### src/rtl/stage_banner_sequencer.sv
// Sequences a stage-start banner: draw, hold on screen, erase, then report ready.
// Generates the VGA plot strobe aligned to the drawer/eraser pixel stream.
module stage_banner_sequencer #(
  parameter int unsigned HOLD_CYCLES  = 50_000_000,
  parameter int unsigned HOLD_W       = 26,
  parameter int unsigned DONE_TIMEOUT = 4_000,
  parameter int unsigned TO_W         = 12
) (
  input  logic       clk,
  input  logic       reset,
  input  logic       start_stage,
  input  logic [1:0] stage_num,
  input  logic       banner_done,
  input  logic       erase_done,
  output logic [1:0] stage_sel,
  output logic       draw_enable,
  output logic       erase_enable,
  output logic       plot,
  output logic       busy,
  output logic       stage_ready,
  output logic       timeout_err
);

  typedef enum logic [2:0] {
    StIdle,
    StDraw,
    StHold,
    StErase,
    StFinish
  } state_e;

  localparam logic [HOLD_W-1:0] HoldLast = HOLD_W'(HOLD_CYCLES - 1);
  localparam logic [TO_W-1:0]   ToLast   = TO_W'(DONE_TIMEOUT - 1);
  localparam logic [1:0]        PhaseRun = 2'd2;

  state_e            state;
  logic [1:0]        phase;
  logic [TO_W-1:0]   to_cnt;
  logic [HOLD_W-1:0] hold_cnt;
  logic              pass_done;

  // Drawers keep a stale done from the previous pass for two cycles; only trust it once streaming.
  assign pass_done = (phase == PhaseRun) &&
                     (((state == StDraw) && banner_done) || ((state == StErase) && erase_done));

  always_ff @(posedge clk or posedge reset) begin
    if (reset) begin
      state        <= StIdle;
      phase        <= 2'd0;
      to_cnt       <= '0;
      hold_cnt     <= '0;
      stage_sel    <= 2'd0;
      draw_enable  <= 1'b0;
      erase_enable <= 1'b0;
      plot         <= 1'b0;
      busy         <= 1'b0;
      stage_ready  <= 1'b0;
      timeout_err  <= 1'b0;
    end else begin
      stage_ready <= 1'b0;
      unique case (state)
        StIdle: begin
          if (start_stage) begin
            state       <= StDraw;
            stage_sel   <= stage_num;
            phase       <= 2'd0;
            to_cnt      <= '0;
            draw_enable <= 1'b1;
            busy        <= 1'b1;
          end
        end
        StDraw, StErase: begin
          if (pass_done) begin
            draw_enable  <= 1'b0;
            erase_enable <= 1'b0;
            plot         <= 1'b0;
            if (state == StDraw) begin
              state    <= StHold;
              hold_cnt <= '0;
            end else begin
              state       <= StFinish;
              stage_ready <= 1'b1;
            end
          end else if (to_cnt == ToLast) begin
            state        <= StIdle;
            draw_enable  <= 1'b0;
            erase_enable <= 1'b0;
            plot         <= 1'b0;
            busy         <= 1'b0;
            timeout_err  <= 1'b1;
          end else begin
            to_cnt <= to_cnt + TO_W'(1);
            if (phase != PhaseRun) begin
              phase <= phase + 2'd1;
            end
            // Pixel stream starts two cycles after entry; plot follows the next phase value.
            plot <= (phase != 2'd0);
          end
        end
        StHold: begin
          if (hold_cnt == HoldLast) begin
            state        <= StErase;
            erase_enable <= 1'b1;
            phase        <= 2'd0;
            to_cnt       <= '0;
          end else begin
            hold_cnt <= hold_cnt + HOLD_W'(1);
          end
        end
        StFinish: begin
          state <= StIdle;
          busy  <= 1'b0;
        end
        default: begin
          state <= StIdle;
        end
      endcase
    end
  end

endmodule

### config.mk
export PLATFORM = sky130hd
export DESIGN_NAME = stage_banner_sequencer
export DESIGN_NICKNAME = d
export VERILOG_FILES = /design/src/rtl/stage_banner_sequencer.sv
export SDC_FILE = /design/constraint.sdc
export NUM_CORES = 1
export LEC_CHECK = 0
export CORE_MARGIN = 3
export CORE_UTILIZATION = 55
export CTS_BUF_LIST = sky130_fd_sc_hd__clkbuf_8
export DETAILED_ROUTE_END_ITERATION = 8
export GPL_TIMING_DRIVEN = 0
export PLACE_DENSITY = 0.72
export SETUP_SLACK_MARGIN = 0.1
export SLEW_MARGIN = 30
export SYNTH_ARGS = -nofsm -noshare
export SYNTH_HDL_FRONTEND = slang
export SYNTH_SLANG_ARGS = --single-unit
### constraint.sdc
create_clock -name clk -period 2.3 [get_ports clk]
set_input_delay 0.345 -clock clk [delete_from_list [all_inputs] [get_ports clk]]
set_output_delay 0.345 -clock clk [all_outputs]
set_load 0.01 [all_outputs]
Word-level counts from Yosys, hierarchy flattened
Index checks and enable logic that the tools add are counted.

Register bits: 51. Input bits: 7. Output and inout bits: 8. Logic and storage cells: 87.

Add/subtract/negate cells: 3. Equal/unequal tests: 18. Mux-type cells: 34. Bitwise gates (word level): 1. Reduce and logical (&&, ||, !) cells: 20.

Operators with widths (number): 26-bit 2-to-1 mux (3); 26-bit one-hot mux with 2 select lines (1); 12-bit 2-to-1 mux (4); 12-bit one-hot mux with 3 select lines (1); 26-bit by 1-bit adder with 26-bit output (second input constant) (1); 26-bit equality test (second input constant) (1); 2-bit != test (second input constant) (10); 3-bit 2-to-1 mux (5); 12-bit by 1-bit adder with 12-bit output (second input constant) (1); 12-bit equality test (second input constant) (1); 3-bit AND reduction (4); 1-bit 2-to-1 mux (10); 2-bit 2-to-1 mux (5); 3-bit one-hot mux with 3 select lines (1); 4-bit AND reduction (2); 3-bit by 2-bit equality test with 1-bit output (second input constant) (2); 2-bit one-hot mux with 3 select lines (1); 6-bit AND reduction (1); 2-bit nonzero test (3); 3-bit nonzero test (2); 5-bit AND reduction (1); 1-bit one-hot mux with 2 select lines (2); 3-bit by 1-bit equality test with 1-bit output (second input constant) (1); 3-bit equality test (second input constant) (1); other kinds (10) (12).

Logic depth before layout (Yosys ltp)
Word-level depth: 6. Depth in mapped cells: 10. Gate-level depth less buffers: 8.

Least setup slack after synthesis
No wires, ideal clock.

Path type: flip-flop to flip-flop. From: register hold_cnt[11]. To: register hold_cnt[21]. Library setup time: 0.124 ns. Arrival time: 1.827 ns. Data required time: 2.176 ns. Slack: 0.349 ns. Cell stages (with the launch flop): 6. Path buffers: 0. Clock period less this slack: 1.951 ns. Cell sequence: dfrtp_1 -> or4_4 -> nor3_4 -> a21oi_2 -> and3_1 -> a211o_1.

Longest elaborated chain between the ends: 3. Elaborated cells between the ends (all ways): 6. Classes of those cells: add/sub (1); eq/ne (2); mux (2); reduce/logical (1).

Ends and longest elaborated chain: start, declared (line 39) `logic [HOLD_W-1:0] hold_cnt;`; start signal, assigned (line 107) `hold_cnt <= hold_cnt + HOLD_W'(1);`; 26-bit by 1-bit adder with 26-bit output / 26-bit equality test (equally long branches) (line 107, 101); 26-bit 2-to-1 mux / 2-bit != test (equally long branches); 26-bit one-hot mux with 2 select lines / 4-bit AND reduction (equally long branches).

Parallel ways exist; a longest one is shown, timed or not. The select of a mux whose other input is x is not followed. A chain may end at the register's enable or synchronous reset.

Final worst setup path
From: register hold_cnt[0]. To: register hold_cnt[23].

The elaborated chain is that of the path after synthesis.

==> metrics.cfg <==
[floorplanning]
die_area_mm2 = 0.006143
initial_core_util = 0.5905
rows = 25
fp.dieH_um = 78.38
io_pins = 15
fp.dieW_um = 78.38
core_mm2 = 0.004880

[timing]
worst-slew-pin-transition_ns = 0.6328
hold_viol = 0
finClkSkew_ns = 0.005932
period_minus_slack_ns = 2.115
slew_violations = 0
min_period_over_period = 0.9194
timing.fmax_mhz = 472.9
rsz0062_at_grt = yes
setup_viol = 0
slew_headroom = 0.5746
fin_setup_tns_ns = 0

[drt]
drt_iter0_drc = 275
drt_first_pass_iters = 5
wl_per_cell_um = 16.71
viasPerCell = 6.317
drt-total-wl_um = 6853
antenna_left = 0
drc = 0
vias = 2590

[final_layout]
finish.net_count = 353
drive_above_1_share = 0.1429
final_util = 0.6844
area_growth_pct = 15.89
final_area_mm2 = 0.003339
fillCellCount = 415
diodes = 0

[synth]
async_flop_share = 1.000
synth-edff-count = 0
syn-num-nets = 322
ys_types = 58
avgSynthCellArea_um2 = 9.265
yosys_warnings = 0
synthFlopType = dfrtp_1
synthCells = 311
ys_ff_latch = 51
seq_area_frac_synth = 0.4429
synth_area_mm2 = 0.002882

[global_routing]
grt_pass1_wl_um = 11200
gr-usage-all-layers = 0.2323
grt_overflow = 0
antenna_found_initial = 0
grt_pass1_vias = 2325
grt_start_max_net_pins = 37

[placed_design]
dpl_cell_area_mm2 = 0.003128
hpwl_um = 4695
gp_congestion = 0.8366
io_buffer_count = 14

[power_and_ir_drop]
vdd_drop_max_mv = 0.7330
p_per_area_mw_per_mm2 = 965.1
p_leak_uw = 0.001479
power.total_uw = 3223

[critical_path]
reg2reg_slack_ns = 0.19
crit_fanout = 5
worstPathCellList = ha_1 > nand2_1 > nor4_4 > buf_4 > a21oi_2 > and3_1 > a211o_1
end_kind = register
critPathArrivalTime_ns = 2.32
critPathBufInv = 1
cp-start-kind = register
reg2reg_depth = 7
critPathLaunch = hold_cnt[0]
worstReg2RegEnd = hold_cnt[23]
critPathTopFamily = simple AND/OR/NAND/NOR gates
r2r-start = hold_cnt[0]
slowest_stage = nor4_4
worstSetupPathType = reg2reg
cpPeakStageDelay_ns = 0.44
required_ns = 2.50

[clocking]
clk_pin_slew_ns = 0.09
clkSinkCount = 51
numCtsBuffers = 5
cts_max_path_buffers = 2
htree_num_levels = 2
cts_root_buffer = clkbuf_8
cts_tree = built
clkLatencyLatePin_ns = 0.31

[worst_hold_path]
hold_path.class = in2async

[flow_run]
max_cap_violations = 0

[status]
outcome = completed

[where the power goes]
| group | internal, µW | leakage, µW | switching (µW) |
|---|---|---|---|
| clock | 206 | 0.0000505 | 294 |
| sequential | 1160 | 0.000666 | 269 |
| combinational | 552 | 0.000762 | 744 |
| total | 1920 | 0.00148 | 1310 |
[routing by layer]
metal | track usage | wire length [µm] | vias to the layer above
met2 | 0.3459 | 3067 | 104
li1 | - | - | 1225
met1 | 0.3395 | 3207 | 1254
met5 | 0 | 0 | -
met4 | 0.06469 | 67 | 0
met3 | 0.05390 | 511 | 7
[cells in the mapped netlist (all sizes together) (4+ instances only)]
| cell | instances | area [µm²] |
|---|---|---|
| nor3 | 14 | 81.33 |
| a21oi | 17 | 88.84 |
| o211ai | 4 | 30.03 |
| inv | 11 | 41.29 |
| clkbuf | 6 | 22.52 |
| o21ai | 15 | 75.07 |
| nand2 | 30 | 112.6 |
| o21a | 4 | 30.03 |
| a31oi | 12 | 75.07 |
| nor2 | 23 | 91.34 |
| buf | 4 | 25.02 |
| ha | 4 | 50.05 |
| nor2b | 4 | 25.02 |
| nand2b | 6 | 37.54 |
| mux2i | 6 | 60.06 |
| nand3 | 20 | 112.6 |
| a211o | 5 | 43.79 |
| nand4 | 12 | 81.33 |
| and3 | 13 | 81.33 |
| and2 | 6 | 37.54 |
| dfrtp | 51 | 1276 |
| nor4 | 9 | 92.59 |
[cell usage in the layout (no fill, tap or decap), types with 6 or more instances in the layout]
cell type,Yosys,final
nand4_1,11,11
inv_1,10,11
o21ai_0,12,12
nor3_1,13,10
nor2_1,21,20
and3_1,13,13
and2_1,6,6
clkdlybuf4s50_1,0,14
nand3_1,19,18
mux2i_1,6,6
a31oi_1,12,12
nand2b_1,6,6
a21oi_1,16,16
buf_4,2,10
nand2_1,30,28
dfrtp_1,51,50
[per-stage QoR]
| step | hold WS (ns) | std cells | worst slack [ns] |
|---|---|---|---|
| after floorplan | 0.4410 | 311 | 0.3488 |
| after global placement | 0.4406 | 392 | -0.2857 |
| after detailed placement | 0.4467 | 393 | -0.1373 |
| after CTS | 0.3138 | 402 | 0.1033 |
| after global routing | 0.3136 | 410 | 0.08566 |
| final | 0.3082 | 410 | 0.1854 |
[registers in the layout (all words and copies together), names as in the netlist]
signal,count
busy,1
draw_enable,1
erase_enable,1
hold_cnt,26
phase,2
plot,1
stage_ready,1
stage_sel,2
state,3
timeout_err,1
to_cnt,12
[cell families after synthesis]
| logic type | Yosys count | synth area share |
|---|---|---|
| AOI/OAI and AO/OA | 74 | 0.1711 |
| xor gates and xnor gates | 2 | 0.006080 |
| adders and majority gates | 4 | 0.01737 |
| buffers and inverters | 21 | 0.03083 |
| DFF | 51 | 0.4429 |
| muxes | 9 | 0.03257 |
| and+or+nand+nor | 150 | 0.2992 |
[cell type report]
| type | count | area, µm² | share of cell area |
|---|---|---|---|
| Inverter | 11 | 43.79 | 0.01311 |
| Buffer | 10 | 51.30 | 0.01536 |
| Clock buffer | 5 | 68.82 | 0.02061 |
| Sequential cell | 51 | 1277 | 0.3825 |
| Clock inverter | 3 | 12.51 | 0.003747 |
| Tap cell | 67 | 83.83 | 0.02510 |
| Timing Repair Buffer | 23 | 220.2 | 0.06594 |
| Multi-Input combinational cell | 240 | 1582 | 0.4736 |
[repair_timing]
action | in CTS | in global routing
cloned | 0 | 1
resized for setup | 3 | 16
setup buffers | 1 | 7
pin swaps | 1 | 4
hold buffers | 0 | 0
endpoints found under the setup margin | 22 | 32
[worst max-delay path by stage]
stage	end	cells after the start
after global routing	hold_cnt[21]	5
after detailed placement	to_cnt[0]	9
after global placement	hold_cnt[13]	2
after floorplan	hold_cnt[21]	5
after CTS	hold_cnt[1]	5
final	hold_cnt[23]	7
(Power assumes the default switching activity.)
